$ cat src/rtl/elelock_pkg.sv
// -----------------------------------------------------------------------------
// elelock_pkg
// Shared types and constants for the parametrised electronic lock.
//   state_t   : lock FSM states (LOCKED, UNLOCKED, PROG, LOCKOUT)
//   DIGIT_W   : width of one BCD digit in the entry buffer / secret
//   KEY_EMPTY : filler nibble marking an unused buffer position
//   KEYS      : number of keys on the one-hot ten-key pad
// -----------------------------------------------------------------------------
package elelock_pkg;

   localparam int          DIGIT_W   = 4;
   localparam logic [3:0]  KEY_EMPTY = 4'hF;
   localparam int          KEYS      = 10;

   typedef enum logic [1:0] {
      ST_LOCKED   = 2'd0,
      ST_UNLOCKED = 2'd1,
      ST_PROG     = 2'd2,
      ST_LOCKOUT  = 2'd3
   } state_t;

endpackage

$ cat src/rtl/elelock_keyenc.sv
// -----------------------------------------------------------------------------
// elelock_keyenc
// Turns the debounced one-hot keypad into single-cycle digit events.
// Ports:
//   clk, reset_n : clock / asynchronous active-low reset
//   tenkey[9:0]  : one-hot keypad, bit n = digit n, all-zero = no key
//   digit[3:0]   : encoded digit of the key currently pressed
//   press        : 1 for one cycle when exactly one key goes down from idle
//   invalid      : more than one key is down this cycle
// A held key, or a key that follows another without an idle cycle between,
// produces no press because the previous sample is not all-zero.
// -----------------------------------------------------------------------------
module elelock_keyenc
   import elelock_pkg::*;
(
   input  logic               clk,
   input  logic               reset_n,
   input  logic [KEYS-1:0]    tenkey,
   output logic [DIGIT_W-1:0] digit,
   output logic               press,
   output logic               invalid
);

   logic [KEYS-1:0]    prev_q, prev_d;
   logic [3:0]         ones;
   logic [DIGIT_W-1:0] digit_c;

   always_comb begin
      prev_d  = tenkey;
      ones    = '0;
      digit_c = '0;
      for (int i = 0; i < KEYS; i++) begin
         if (tenkey[i]) begin
            ones    = ones + 4'd1;
            digit_c = DIGIT_W'(i);
         end
      end
   end

   always_ff @(posedge clk or negedge reset_n) begin
      if (!reset_n) prev_q <= '0;
      else          prev_q <= prev_d;
   end

   assign digit   = digit_c;
   assign press   = (ones == 4'd1) && (prev_q == '0);
   assign invalid = (ones > 4'd1);

endmodule

$ cat src/rtl/param_elelock.sv
// -----------------------------------------------------------------------------
// param_elelock
// Parametrised electronic door lock with failed-attempt lockout and
// re-programmable secret.
// Ports:
//   clk, reset_n : clock / asynchronous active-low reset
//   tenkey[9:0]  : one-hot keypad from the debouncer
//   enter        : strobe, evaluate the entered digits
//   close        : level, relock (UNLOCKED) / abort (PROG, LOCKED entry)
//   set_mode     : strobe, start programming a new secret (UNLOCKED only)
//   lock         : 1 = door locked
//   alarm        : 1 while in lockout
//   fail_cnt[3:0]: consecutive wrong entries, saturating at MAX_FAIL
//   prog_active  : 1 while programming
//   dbg_state    : current FSM state, for observation only
// Handshake: enter and set_mode are fire-and-forget single-cycle strobes with
// no ready/ack; a strobe that arrives in a state that does not use it is
// dropped. close is a level and wins over any strobe in the same cycle.
// Optional build macro: PARAM_ELELOCK_AUTO_RELOCK_EN adds an idle counter
// that relocks the door after RELOCK_CYCLES quiet cycles in UNLOCKED.
// -----------------------------------------------------------------------------
module param_elelock
   import elelock_pkg::*;
#(
   parameter int                            CODE_LEN       = 4,
   parameter logic [DIGIT_W*CODE_LEN-1:0]   DEFAULT_CODE   = 16'h3695,
   parameter int                            MAX_FAIL       = 3,
   parameter int                            LOCKOUT_CYCLES = 1024,
   parameter int                            RELOCK_CYCLES  = 4096
)
(
   input  logic            clk,
   input  logic            reset_n,
   input  logic [KEYS-1:0] tenkey,
   input  logic            enter,
   input  logic            close,
   input  logic            set_mode,
   output logic            lock,
   output logic            alarm,
   output logic [3:0]      fail_cnt,
   output logic            prog_active,
   output state_t          dbg_state
);

   localparam int                BUF_W     = DIGIT_W * CODE_LEN;
   localparam int                TMR_W     = $clog2(LOCKOUT_CYCLES);
   localparam logic [BUF_W-1:0]  EMPTY_BUF = {CODE_LEN{KEY_EMPTY}};

   // A buffer position still holding the filler nibble means the entry is
   // incomplete; such a buffer may neither match nor become the secret.
   function automatic logic has_empty(input logic [BUF_W-1:0] b);
      logic e;
      e = 1'b0;
      for (int i = 0; i < CODE_LEN; i++) begin
         if (b[i*DIGIT_W +: DIGIT_W] == KEY_EMPTY) e = 1'b1;
      end
      return e;
   endfunction

   logic [DIGIT_W-1:0] key_digit;
   logic               key_press, key_invalid, key_edge;

   elelock_keyenc u_keyenc (
      .clk     (clk),
      .reset_n (reset_n),
      .tenkey  (tenkey),
      .digit   (key_digit),
      .press   (key_press),
      .invalid (key_invalid)
   );

   assign key_edge = key_press & ~key_invalid;

   state_t           state_q, state_d;
   logic [BUF_W-1:0] buf_q, buf_d;
   logic [BUF_W-1:0] secret_q, secret_d;
   logic [3:0]       fail_q, fail_d, fail_next;
   logic [TMR_W-1:0] timer_q, timer_d;
   logic             lock_q, lock_d;
   logic             alarm_q, alarm_d;
   logic             prog_q, prog_d;
   logic             match;
   logic [BUF_W-1:0] buf_shift;

`ifdef PARAM_ELELOCK_AUTO_RELOCK_EN
   localparam int     IDLE_W = $clog2(RELOCK_CYCLES);
   logic [IDLE_W-1:0] idle_q, idle_d;
`endif

   assign match     = (buf_q == secret_q) && !has_empty(buf_q);
   assign buf_shift = {buf_q[BUF_W-DIGIT_W-1:0], key_digit};
   assign fail_next = (fail_q >= 4'(MAX_FAIL)) ? fail_q : fail_q + 4'd1;

   always_comb begin
      state_d  = state_q;
      buf_d    = buf_q;
      secret_d = secret_q;
      fail_d   = fail_q;
      timer_d  = timer_q;
      lock_d   = lock_q;
      alarm_d  = alarm_q;
      prog_d   = prog_q;
`ifdef PARAM_ELELOCK_AUTO_RELOCK_EN
      idle_d   = idle_q;
`endif
      case (state_q)
         ST_LOCKED: begin
            if (close) begin
               // Abort a partial entry; a concurrent enter is discarded.
               buf_d = EMPTY_BUF;
            end else if (enter) begin
               // Any press edge this cycle is dropped: enter sees the
               // pre-shift buffer.
               buf_d = EMPTY_BUF;
               if (match) begin
                  state_d = ST_UNLOCKED;
                  lock_d  = 1'b0;
                  fail_d  = '0;
`ifdef PARAM_ELELOCK_AUTO_RELOCK_EN
                  idle_d  = '0;
`endif
               end else begin
                  fail_d = fail_next;
                  if (fail_next == 4'(MAX_FAIL)) begin
                     state_d = ST_LOCKOUT;
                     alarm_d = 1'b1;
                     timer_d = TMR_W'(LOCKOUT_CYCLES - 1);
                  end
               end
            end else if (key_edge) begin
               buf_d = buf_shift;
            end
         end
         ST_LOCKOUT: begin
            // Loaded with LOCKOUT_CYCLES-1, the extra exit cycle at zero
            // makes the alarm last exactly LOCKOUT_CYCLES cycles.
            if (timer_q == '0) begin
               state_d = ST_LOCKED;
               alarm_d = 1'b0;
               fail_d  = '0;
            end else begin
               timer_d = timer_q - TMR_W'(1);
            end
         end
         ST_UNLOCKED: begin
            if (close) begin
               state_d = ST_LOCKED;
               lock_d  = 1'b1;
            end else if (set_mode) begin
               state_d = ST_PROG;
               prog_d  = 1'b1;
               buf_d   = EMPTY_BUF;
            end else begin
`ifdef PARAM_ELELOCK_AUTO_RELOCK_EN
               if (key_edge || enter) begin
                  idle_d = '0;
               end else if (idle_q == IDLE_W'(RELOCK_CYCLES - 1)) begin
                  state_d = ST_LOCKED;
                  lock_d  = 1'b1;
               end else begin
                  idle_d = idle_q + IDLE_W'(1);
               end
`endif
            end
         end
         ST_PROG: begin
            if (close) begin
               state_d = ST_LOCKED;
               lock_d  = 1'b1;
               prog_d  = 1'b0;
               buf_d   = EMPTY_BUF;
            end else if (enter) begin
               if (!has_empty(buf_q)) secret_d = buf_q;
               state_d = ST_UNLOCKED;
               prog_d  = 1'b0;
               buf_d   = EMPTY_BUF;
`ifdef PARAM_ELELOCK_AUTO_RELOCK_EN
               idle_d  = '0;
`endif
            end else if (key_edge) begin
               buf_d = buf_shift;
            end
         end
         default: begin
            state_d = ST_LOCKED;
            lock_d  = 1'b1;
         end
      endcase
   end

   always_ff @(posedge clk or negedge reset_n) begin
      if (!reset_n) begin
         state_q  <= ST_LOCKED;
         buf_q    <= EMPTY_BUF;
         secret_q <= DEFAULT_CODE;
         fail_q   <= '0;
         timer_q  <= '0;
         lock_q   <= 1'b1;
         alarm_q  <= 1'b0;
         prog_q   <= 1'b0;
`ifdef PARAM_ELELOCK_AUTO_RELOCK_EN
         idle_q   <= '0;
`endif
      end else begin
         state_q  <= state_d;
         buf_q    <= buf_d;
         secret_q <= secret_d;
         fail_q   <= fail_d;
         timer_q  <= timer_d;
         lock_q   <= lock_d;
         alarm_q  <= alarm_d;
         prog_q   <= prog_d;
`ifdef PARAM_ELELOCK_AUTO_RELOCK_EN
         idle_q   <= idle_d;
`endif
      end
   end

   assign lock        = lock_q;
   assign alarm       = alarm_q;
   assign fail_cnt    = fail_q;
   assign prog_active = prog_q;
   assign dbg_state   = state_q;

endmodule

$ cat config.mk
export PLATFORM = sky130hd
export DESIGN_NAME = param_elelock
export DESIGN_NICKNAME = d
export VERILOG_FILES = /design/src/rtl/elelock_pkg.sv /design/src/rtl/elelock_keyenc.sv /design/src/rtl/param_elelock.sv
export SDC_FILE = /design/constraint.sdc
export NUM_CORES = 1
export LEC_CHECK = 0
export CORE_MARGIN = 2
export CORE_UTILIZATION = 55
export DETAILED_ROUTE_END_ITERATION = 10
export DONT_BUFFER_PORTS = 1
export GPL_ROUTABILITY_DRIVEN = 0
export PLACE_DENSITY = 0.76
export SLEW_MARGIN = 20
export SYNTH_ARGS = -nofsm -noshare
export SYNTH_HDL_FRONTEND = slang
export SYNTH_SLANG_ARGS = --single-unit
$ cat constraint.sdc
create_clock -name clk -period 3.3 [get_ports clk]
set_clock_uncertainty 0.15 [all_clocks]
set_input_delay 0.33 -clock clk [delete_from_list [all_inputs] [get_ports clk]]
set_output_delay 0.33 -clock clk [all_outputs]
set_load 0.01 [all_outputs]
# --- Word level (Yosys, flattened, before mapping) ---
# Cells that the tools add are included.
word_totals:
  register_bits: 61
  input_bits: 15
  out_inout_bits: 9
  elab_cells: 140
op_classes:
  addsub: 11
  magnitude_cmp: 2
  eq_ne: 24
  muxes: 70
  n_bitwise: 4
  reduce_logical: 20
op_table:
  columns: ["op", "n"]
  rows:
  - ["$mux W16", 5]
  - ["$mux W4", 16]
  - ["$mux W10", 5]
  - ["$add A4 B1 Y4 const B", 9]
  - ["$pmux W16 S2", 1]
  - ["$mux W1", 22]
  - ["$mux W2", 11]
  - ["$logic_not A10 Y1", 2]
  - ["$pmux W10 S2", 1]
  - ["$ne A2 B2 Y1 const B", 9]
  - ["$reduce_and A6 Y1", 3]
  - ["$eq A16 B16 Y1", 1]
  - ["$eq A4 B4 Y1 const B", 4]
  - ["$reduce_and A4 Y1", 4]
  - ["$mux W3", 4]
  - ["$sub A10 B1 Y10 const B", 1]
  - ["$ne A3 B3 Y1 const B", 3]
  - ["$pmux W2 S4", 1]
  - ["$pmux W4 S2", 1]
  - ["$reduce_bool A2 Y1", 4]
  - ["$pmux W1 S2", 3]
  - ["$reduce_and A5 Y1", 1]
  - ["$eq A2 B2 Y1 const B", 2]
  - ["$eq A4 B1 Y1 const B", 1]
  - ["other kinds (13)", 17]

# --- Depth between registers and ports, before layout ---
# Gate-level depths: netlist of run 1.
depth:
  word_depth: 26
  depth_mapped: 32
  ltp_nobuf: 30

# --- Cells and area by module ---
# Synthesis of run 1 repeated with hierarchy kept, for this count alone.
hier_totals:
  hier_cells: 399
  hier_area_um2: 3907.5
modules_own_cells:
  columns: ["mod", "n_inst", "cells_each", "area_each_um2"]
  rows:
  - ["param_elelock", 1, 262, 2716.4]
  - ["elelock_keyenc", 1, 137, 1191.1]

# --- Worst setup path after synthesis of run 1 ---
# Ideal clock, no wire load.
synth_timing:
  path_type: "input port to flip-flop"
  from: "in tenkey[0]"
  to: "reg buf_q[0]"
  t_arrival_ns: 5.936
  t_required_ns: 3.070
  path_slack_ns: -2.866
  cell_stages: 31
  n_path_buf: 2
  cell_sequence: "inv_1 ha_1 xor2_1 ha_1 mux2_2 ha_1 mux2_2 ha_1 nand2_1 o31ai_1 nand2_1 inv_1 ha_1 nand2_1 o21ai_0 ha_1 nand2_1 o21ai_0 a21o_1 ha_1 mux2_2 ha_1 nand2_1 xnor2_1 xnor2_1 xnor2_1 or4_1 or3b_1 buf_6 buf_8 o22a_1"
synth_via:
  elab_chain_len: 24
  word_cells_on_any_way: 26
synth_lines:
  columns: ["item", "line_no", "rtl"]
  rows:
  - ["start, declared", "param_elelock.sv:34", "input logic [KEYS-1:0] tenkey,"]
  - ["$mux W1 (*)", "elelock_keyenc.sv:33", "if (tenkey[i]) begin"]
  - ["$add A1 B1 Y2", "elelock_keyenc.sv:34", "ones = ones + 4'd1;"]
  - ["$mux W4 (*)", "elelock_keyenc.sv:33", null]
  - ["$add A4 B1 Y4", "elelock_keyenc.sv:34", null]
  - ["$mux W4 (*)", "elelock_keyenc.sv:33", null]
  - ["$add A4 B1 Y4", "elelock_keyenc.sv:34", null]
  - ["$mux W4 (*)", "elelock_keyenc.sv:33", null]
  - ["$add A4 B1 Y4", "elelock_keyenc.sv:34", null]
  - ["[... 8 more ...]", null, null]
  - ["$mux W4 (*)", "elelock_keyenc.sv:33", null]
  - ["$add A4 B1 Y4", "elelock_keyenc.sv:34", null]
  - ["$mux W4 (*)", "elelock_keyenc.sv:33", null]
  - ["$gt A4 B1 Y1 or $eq A4 B1 Y1 (tied branches)", "elelock_keyenc.sv:47, elelock_keyenc.sv:46", null]
  - ["$not A1 Y1 or $logic_and A1 B1 Y1 (tied branches)", "param_elelock.sv:72, elelock_keyenc.sv:46", null]
  - ["$and A1 B1 Y1 (*)", "param_elelock.sv:72", "assign key_edge = key_press & ~key_invalid;"]
  - ["$ne A4 B1 Y1 (no line) (*)", null, null]
  - ["$reduce_and A4 Y1 (no line) (*)", null, null]
  - ["end signal, assigned", "param_elelock.sv:206", "buf_q <= buf_d;"]
  - ["end, declared", "param_elelock.sv:75", "logic [BUF_W-1:0] buf_q, buf_d;"]
# Every way passes the cells marked *; elsewhere a longest branch is shown, timed or not.
# A chain may end at the register's enable or synchronous reset.

# --- Final worst setup path of run 1 ---
layout_timing:
  from: "in tenkey[1]"
  to: "reg buf_q[11]"
layout_via:
  elab_chain_len: 22
  word_cells_on_any_way: 24
layout_lines:
  columns: ["item", "line_no"]
  rows:
  - ["$mux W4 (*)", "elelock_keyenc.sv:33"]
  - ["$add A4 B1 Y4", "elelock_keyenc.sv:34"]
  - ["$mux W4 (*)", "elelock_keyenc.sv:33"]
  - ["$add A4 B1 Y4", "elelock_keyenc.sv:34"]
  - ["$mux W4 (*)", "elelock_keyenc.sv:33"]
  - ["$add A4 B1 Y4", "elelock_keyenc.sv:34"]
  - ["$mux W4 (*)", "elelock_keyenc.sv:33"]
  - ["$add A4 B1 Y4", "elelock_keyenc.sv:34"]
  - ["[... 6 more ...]", null]
  - ["$mux W4 (*)", "elelock_keyenc.sv:33"]
  - ["$add A4 B1 Y4", "elelock_keyenc.sv:34"]
  - ["$mux W4 (*)", "elelock_keyenc.sv:33"]
  - ["$gt A4 B1 Y1 or $eq A4 B1 Y1 (tied branches)", "elelock_keyenc.sv:47, elelock_keyenc.sv:46"]
  - ["$not A1 Y1 or $logic_and A1 B1 Y1 (tied branches)", "param_elelock.sv:72, elelock_keyenc.sv:46"]
  - ["$and A1 B1 Y1 (*)", "param_elelock.sv:72"]
  - ["$ne A4 B1 Y1 (no line) (*)", null]
  - ["$reduce_and A4 Y1 (no line) (*)", null]
# Marked as above.

==> flow_summary.yaml, run 1 <==
critical_path:
  critPathArrivalTime_ps: 5660
  cp_num_buf_inv: 3
  timing.critical_path.max_delay_family: "adder cells"
  endpoint_kind: "flop"
  critical_path.max_stage_delay_ps: 530
  timing.critical_path.required_ps: 3420
  cpMaxStageDelayCell: "sky130_fd_sc_hd__or4_4"
  critPathMaxFanout: 8
  worstReg2RegEnd: "timer_q[5]"
  r2r.worst_path.cells: 10
  crit_path_kind: "in -> reg"
  rrSetupSlack_ps: 470
  worst_r2r_startpoint: "fail_cnt[0]"
  worstSetupStartpointType: "primary input"
  path_common_cell: "sky130_fd_sc_hd__ha_4"
timing:
  period_minus_slack_ps: 5530
  fin_worst_hold_slack_ps: 48.6
  report.final.hold_viol_count: 0
  fmaxAchievable_ghz: 0.181
  relSlewSlack: 0.695
  worstMarginPinSlew_ps: 454
  setup-violations-final: 16
  period_share: 1.68
  finalWorstSetupSlack_ps: -2230
  rsz_0062_raised_after_global_routing: "true"
  slew_violations: 0
hold_path:
  holdPathStages: 2
  hold_path_startpoint: "enter"
  hold_path.class: "in -> reg"
  hold_path_end: "dbg_state[0]"
synthesis:
  synth_async_sr_flop_share: 1.00
  synth_seq_area_share: 0.442
  avgSynthCellArea_sq_um: 10.5
  synthTopCellsByArea: "sky130_fd_sc_hd__dfrtp_1 26%, sky130_fd_sc_hd__dfstp_2 19%, sky130_fd_sc_hd__xor2_1 6.7%, sky130_fd_sc_hd__mux2_2 6.4%, sky130_fd_sc_hd__ha_1 5.7%"
  flops_latches_synth: 61
  postSynthNetCount: 366
  synthesis.instances: 335
  synth_commonest_cells: "36 x sky130_fd_sc_hd__dfrtp_1, 31 x sky130_fd_sc_hd__nand2_1, 27 x sky130_fd_sc_hd__xor2_1, 25 x sky130_fd_sc_hd__dfstp_2, 20 x sky130_fd_sc_hd__mux2_2"
  number_of_enable_type_register_cells_in_the_synthesized_netlist: 0
  yosysUniqueCellTypes: 51
  post-synth-top-area-fraction: 0.256
  syn_area_sq_um: 3520
  synth_top_flop_cell: "sky130_fd_sc_hd__dfrtp_1"
  synth_warnings: 0
  synthDominantAreaCellType: "sky130_fd_sc_hd__dfrtp_1"
  yosysMostFrequentCell: "sky130_fd_sc_hd__dfrtp_1"
floorplan:
  placeable_core_region_sq_um: 6280
  initial_core_util: 0.561
  height_of_the_die_um: 84.0
  die_w_um: 84.0
  design.portCount: 24
  die-area_sq_um: 7060
  number_of_placement_rows: 29
drt:
  routed_wl_um: 7410
  initial_detailed_routing_violation_count: 180
  post_drt_wl_per_cell_um: 16.0
  antenna_violating_nets_post_route: 0
  via_per_inst: 5.67
  vias: 2626
  first_pass_iters: 4
  post-route-drc-count: 0
clocking:
  h_tree_level_count: 3
  cts_tree: "built"
  clk_root_buffer_cell: "sky130_fd_sc_hd__clkbuf_8"
  numCtsBuffers: 9
  max-clock-path-buffers: 2
  clkLatencyLatePin_ps: 340
  clk_transition_reported_paths_ps: 70
  cts_sinks: 61
run_status:
  failed_checks: "negative setup slack"
  run_status: "complete, but fails checks"
pwr:
  power.density_cell_area_nw_per_um2: 609
  total_switching_power_uw: 919
  cell_internal_pwr_uw: 1720
  power.share.switching: 0.348
  power_uw: 2640
  power.share.combinational: 0.392
  clkPwrFrac: 0.248
  pwr-share-seq: 0.360
  p_leak_uw: 0.00182
  vdd_ir_drop_max_mv: 0.440
global_routing:
  groute.usage.overall: 0.218
  first_pass_grt_wire_length_um: 12200
  grt_antenna_before_repair: 0
  grt_pass1_vias: 2635
  gr-total-overflow: 0
  grt_start_max_net_pins: 62
placed_design:
  place_area_sq_um: 3830
  dp.final_hpwl_um: 4740
  placement.io_buffers: 0
  placement.setup.worst_slack_ps: -2670
cells_and_area:
  finalInstanceArea_sq_um: 4330
  num_antenna_cells: 0
  nets: 412
  layout-drive-gt1-share: 0.316
  synthToLayoutAreaGrowth_pct: 23.0
run:
  maxCapViolCount: 0
==> per-stage QoR <==
step,TNS (ps),cells,util
floorplan,-40390,335,-
global placement,-41060,426,0.610
detailed placement,-42580,426,0.610
CTS,-35600,461,0.678
global route,-38240,463,0.690
finish,-35460,463,0.690
==> timing repair <==
| item | 4_1_cts | 5_1_grt |
|---|---|---|
| hold endpoints to repair | 72 | 0 |
| setup endpoints to repair | 16 | 16 |
| pin swaps | 18 | 22 |
| buffers inserted | 5 | 2 |
| gates resized for setup | 11 | 9 |
| hold buffers | 13 | 0 |
| gates cloned | 1 | 0 |
==> per-layer routing <==
metal / up-vias / part of all wire / global-route usage
met1: 1266 / 0.46 / 0.293
met2: 49 / 0.50 / 0.343
met4: 0 / 0.014 / 0.0909
li1: 1303 / - / -
met3: 8 / 0.031 / 0.0485
met5: - / 0 / 0
==> layout make-up <==
class	instances	area, sq um
multi-input cells	247	2000
inverters	16	77.6
repair buffers	46	403
fillers	456	1950
flip-flops and latches	61	1560
well taps	77	96.3
clock inverters	5	50.0
clock buffers	11	141
==> cell families (layout without fill, tap and decap cells) <==
family                   Yosys count  count (layout)  share of synthesized area
buffers and inverters             27              78                     0.0384
flip-flops                        61              61                      0.442
multiplexers                      21              21                     0.0668
AO/OA/AOI/OAI                     63              63                      0.123
XOR/XNOR                          39              39                      0.119
AND/OR/NAND/NOR                  108             108                      0.154
adder cells (fa/ha/maj)           16              16                     0.0569
==> power by group through the flow <==
stage | Sequential [uW] | Combinational (uW) | Clock [uW]
after floorplan | 934 | 685 | 0
after global placement | 955 | 862 | 0
after detailed placement | 960 | 892 | 0
after CTS | 947 | 977 | 664
after global routing | 961 | 1140 | 706
final | 949 | 1030 | 655
==> flip-flops by register name (all words and copies together) (netlist names) <==
| name | count |
|---|---|
| buf_q | 16 |
| secret_q | 16 |
| timer_q | 10 |
| u_keyenc.prev_q | 10 |
| fail_cnt | 4 |
| dbg_state | 2 |
| alarm | 1 |
| lock | 1 |
| prog_active | 1 |
==> cell usage in the layout (no fill, tap or decap), types with 10 or more instances in the layout <==
cell / count
sky130_fd_sc_hd__dlygate4sd3_1: 12
sky130_fd_sc_hd__nand3_1: 10
sky130_fd_sc_hd__xor2_1: 26
sky130_fd_sc_hd__buf_4: 31
sky130_fd_sc_hd__nand4_1: 11
sky130_fd_sc_hd__nor2_1: 19
sky130_fd_sc_hd__nand2_1: 26
sky130_fd_sc_hd__dfstp_2: 25
sky130_fd_sc_hd__dfrtp_1: 36
sky130_fd_sc_hd__clkbuf_8: 10
sky130_fd_sc_hd__o22a_1: 16
sky130_fd_sc_hd__a21oi_1: 13
sky130_fd_sc_hd__inv_1: 13
sky130_fd_sc_hd__mux2_2: 17
==> how the worst max path moves through the flow <==
stage	depth (start not counted)	from	endpoint	slack, ps
after floorplan	29	tenkey[1]	buf_q[0]	-2570
after global placement	31	tenkey[0]	buf_q[9]	-2580
after detailed placement	31	tenkey[0]	buf_q[12]	-2670
after CTS	31	tenkey[1]	buf_q[12]	-2250
after global routing	29	tenkey[0]	buf_q[9]	-2400
final	29	tenkey[1]	buf_q[11]	-2230
Note: power is estimated with default switching activity, not from simulation.
==> inputs of run 2 (changes only) <==
--- a/config.mk
+++ b/config.mk
@@ -14,4 +14,5 @@
 export SLEW_MARGIN = 20
 export SYNTH_ARGS = -nofsm -noshare
 export SYNTH_HDL_FRONTEND = slang
+export SYNTH_HIERARCHICAL = 1
 export SYNTH_SLANG_ARGS = --single-unit
==> flow_summary.yaml, run 2 <==
cells_and_area:
  finish.utilization: 0.732
  finalInstanceArea_sq_um: 5000
  num_antenna_cells: 0
  mostFrequentLayoutCells: "41 x sky130_fd_sc_hd__buf_4, 36 x sky130_fd_sc_hd__dfrtp_1, 32 x sky130_fd_sc_hd__nor2_1"
  nets: 484
  layout-drive-gt1-share: 0.391
  reg_top3: "buf_q (16), secret_q (16)"
  mostFrequentLayoutCell: "sky130_fd_sc_hd__buf_4"
  synthToLayoutAreaGrowth_pct: 27.9
hold_path:
  holdPathStages: 2
  hold_path.class: "in -> reg"
  hold_path_startpoint: "close"
timing:
  fin_setup_tns_ps: -25930
  rsz_0062_raised_after_global_routing: "true"
  slew_violations: 0
  finalWorstSetupSlack_ps: -1670
  period_minus_slack_ps: 4970
  period_share: 1.51
  setup-violations-final: 16
  fmaxAchievable_ghz: 0.201
  relSlewSlack: 0.531
  report.final.hold_viol_count: 0
  worstMarginPinSlew_ps: 694
  fin_worst_hold_slack_ps: 41.7
drt:
  post_drt_wl_per_cell_um: 16.4
  via_per_inst: 5.75
  metal1_wirelength_um: 3620
  first_pass_iters: 4
  top_signal_layer_used: "met4"
  routed_wl_um: 9060
  wl_met3_um: 325
  vias: 3169
  post-route-drc-count: 0
  antenna_violating_nets_post_route: 0
  initial_detailed_routing_violation_count: 148
  met2RoutedLength_um: 4910
synthesis:
  flops_latches_synth: 61
  synthesis.instances: 399
  synthTopCellsByArea: "sky130_fd_sc_hd__dfrtp_1 23%, sky130_fd_sc_hd__dfstp_2 17%, sky130_fd_sc_hd__xnor2_1 6.7%, sky130_fd_sc_hd__ha_1 6.1%, sky130_fd_sc_hd__mux2_2 5.5%"
  synth_top_flop_cell: "sky130_fd_sc_hd__dfrtp_1"
  synthDominantAreaCellType: "sky130_fd_sc_hd__dfrtp_1"
  synth_seq_area_share: 0.399
  synth_async_sr_flop_share: 1.00
  postSynthNetCount: 433
  avgSynthCellArea_sq_um: 9.79
  syn_area_sq_um: 3910
  post-synth-top-area-fraction: 0.231
  synth_commonest_cells: "41 x sky130_fd_sc_hd__nand2_1, 36 x sky130_fd_sc_hd__dfrtp_1, 33 x sky130_fd_sc_hd__nor2_1, 30 x sky130_fd_sc_hd__xnor2_1, 25 x sky130_fd_sc_hd__dfstp_2"
  yosysUniqueCellTypes: 61
  number_of_enable_type_register_cells_in_the_synthesized_netlist: 0
  synth_warnings: 6
  yosysMostFrequentCell: "sky130_fd_sc_hd__nand2_1"
clocking:
  h_tree_level_count: 3
  clkLatencyLatePin_ps: 350
  clk_transition_reported_paths_ps: 70
  clk_root_buffer_cell: "sky130_fd_sc_hd__clkbuf_8"
  max-clock-path-buffers: 2
  numCtsBuffers: 9
  cts_tree: "built"
  cts_sinks: 61
floorplan:
  die-area_sq_um: 7800
  number_of_placement_rows: 30
  initial_core_util: 0.572
  height_of_the_die_um: 88.3
  design.portCount: 24
  die_w_um: 88.3
  placeable_core_region_sq_um: 6830
critical_path:
  critPathMaxFanout: 8
  timing.critical_path.required_ps: 3420
  crit_path_kind: "in -> reg"
  r2r.worst_path.cells: 8
  worst_r2r_startpoint: "dbg_state[0]"
  endpoint_kind: "flop"
  worstSetupStartpoint: "tenkey[0]"
  worstSetupStartpointType: "primary input"
  critPathArrivalTime_ps: 5090
global_routing:
  first_pass_grt_wire_length_um: 14600
  groute.usage.overall: 0.242
  grt_start_max_net_pins: 62
  grt_pass1_vias: 3227
  gr-total-overflow: 0
  grt_antenna_before_repair: 0
run_status:
  failed_checks: "negative setup slack"
  run_status: "complete, but fails checks"
pwr:
  power.density_cell_area_nw_per_um2: 895
  power_uw: 4470
  vdd_ir_drop_max_mv: 0.397
  p_leak_uw: 0.00206
run:
  maxCapViolCount: 0
placed_design:
  dp.final_hpwl_um: 5720
  placement.io_buffers: 0
  place_area_sq_um: 4330
run 2: cell count changes in the layout (fill, tap and decap cells not counted), sizes merged, moves of 4 or more:
cell   previous run  this run
xnor2             7        32
xor2             28         8
nor2             19        35
o22a             16         0
buf              34        45
o21ai            13        24
a21oi            13        23
nand2            31        41
a31oi             3        11
nand3            10         6
nor4              8         4
o21a              0         4
run 2: through the flow:
step	instances	setup WS [ps]
finish	551	-1670
global route	551	-1940
CTS	549	-1640
detailed placement	517	-2030
global placement	517	-1930
floorplan	399	-1890
run 2: cell families (layout without fill, tap and decap cells):
logic type	count (synthesis)	after routing	synth area share
xor gates and xnor gates	42	42	0.114
AOI/OAI and AO/OA	84	84	0.143
buffers and inverters	32	88	0.0359
adders and majority gates	19	19	0.0608
muxes	21	21	0.0599
and+or+nand+nor	140	140	0.188
DFF	61	61	0.399
run 2: per-layer routing:
metal / global-route usage / vias to the layer above
met1: 0.281 / 1551
met4: 0.0895 / 0
met2: 0.433 / 84
met3: 0.0606 / 16
li1: - / 1518
met5: 0 / -
run 2: path summary, 6_finish.rpt:
path	endpoint	slack (ps)
max	buf_q[7]	-1670
min	lock	40
max reg2reg	timer_q[8]	690
min reg2reg	buf_q[13]	350
max in group asynchronous	buf_q[0]	2340
min in group asynchronous	timer_q[1]	370
run 2: area by class of cell:
type                    instances  area [sq um]
multi-input cells             306          2500
well taps                      96           120
clock inverters                 4          47.5
repair buffers                 57           546
inverters                      15          81.3
clock buffers                  12           145
flip-flops and latches         61          1560
fillers                       461          1830
run 2: power by group:
part	switching (uW)	internal (uW)	total, uW
Clock	289	367	656
Combinational	1110	1190	2300
Sequential	367	1140	1510
run 2: worst max-delay path, stage by stage:
cell and delay (ps):
sky130_fd_sc_hd__inv_12 20, sky130_fd_sc_hd__ha_4 260, sky130_fd_sc_hd__xor2_2 170, sky130_fd_sc_hd__xnor2_1 80, sky130_fd_sc_hd__mux2_4 280, sky130_fd_sc_hd__ha_4 240, sky130_fd_sc_hd__xnor2_1 110, sky130_fd_sc_hd__and3_1 150
sky130_fd_sc_hd__a21oi_2 150, sky130_fd_sc_hd__nand2_2 80, sky130_fd_sc_hd__ha_4 250, sky130_fd_sc_hd__xor2_1 150, sky130_fd_sc_hd__and3_1 180, sky130_fd_sc_hd__a31oi_1 140, sky130_fd_sc_hd__o21a_1 160, sky130_fd_sc_hd__ha_1 240
sky130_fd_sc_hd__a221o_1 350, sky130_fd_sc_hd__buf_4 150, sky130_fd_sc_hd__nor3_1 200, sky130_fd_sc_hd__a31oi_1 70, sky130_fd_sc_hd__or3_1 360, sky130_fd_sc_hd__inv_1 70, sky130_fd_sc_hd__a21oi_2 50, sky130_fd_sc_hd__or3_4 480
sky130_fd_sc_hd__clkbuf_16 200, sky130_fd_sc_hd__nand2_2 80, sky130_fd_sc_hd__o21ai_2 60
run 2: repair_timing:
item                                    in CTS  in global routing
endpoints found under the hold margin       71                  0
hold buffers                                12                  0
gates cloned                                 2                  1
resized for setup                           28                 31
setup buffers                                2                  1
endpoints found under the setup margin      16                 16
pin swaps                                    9                 16
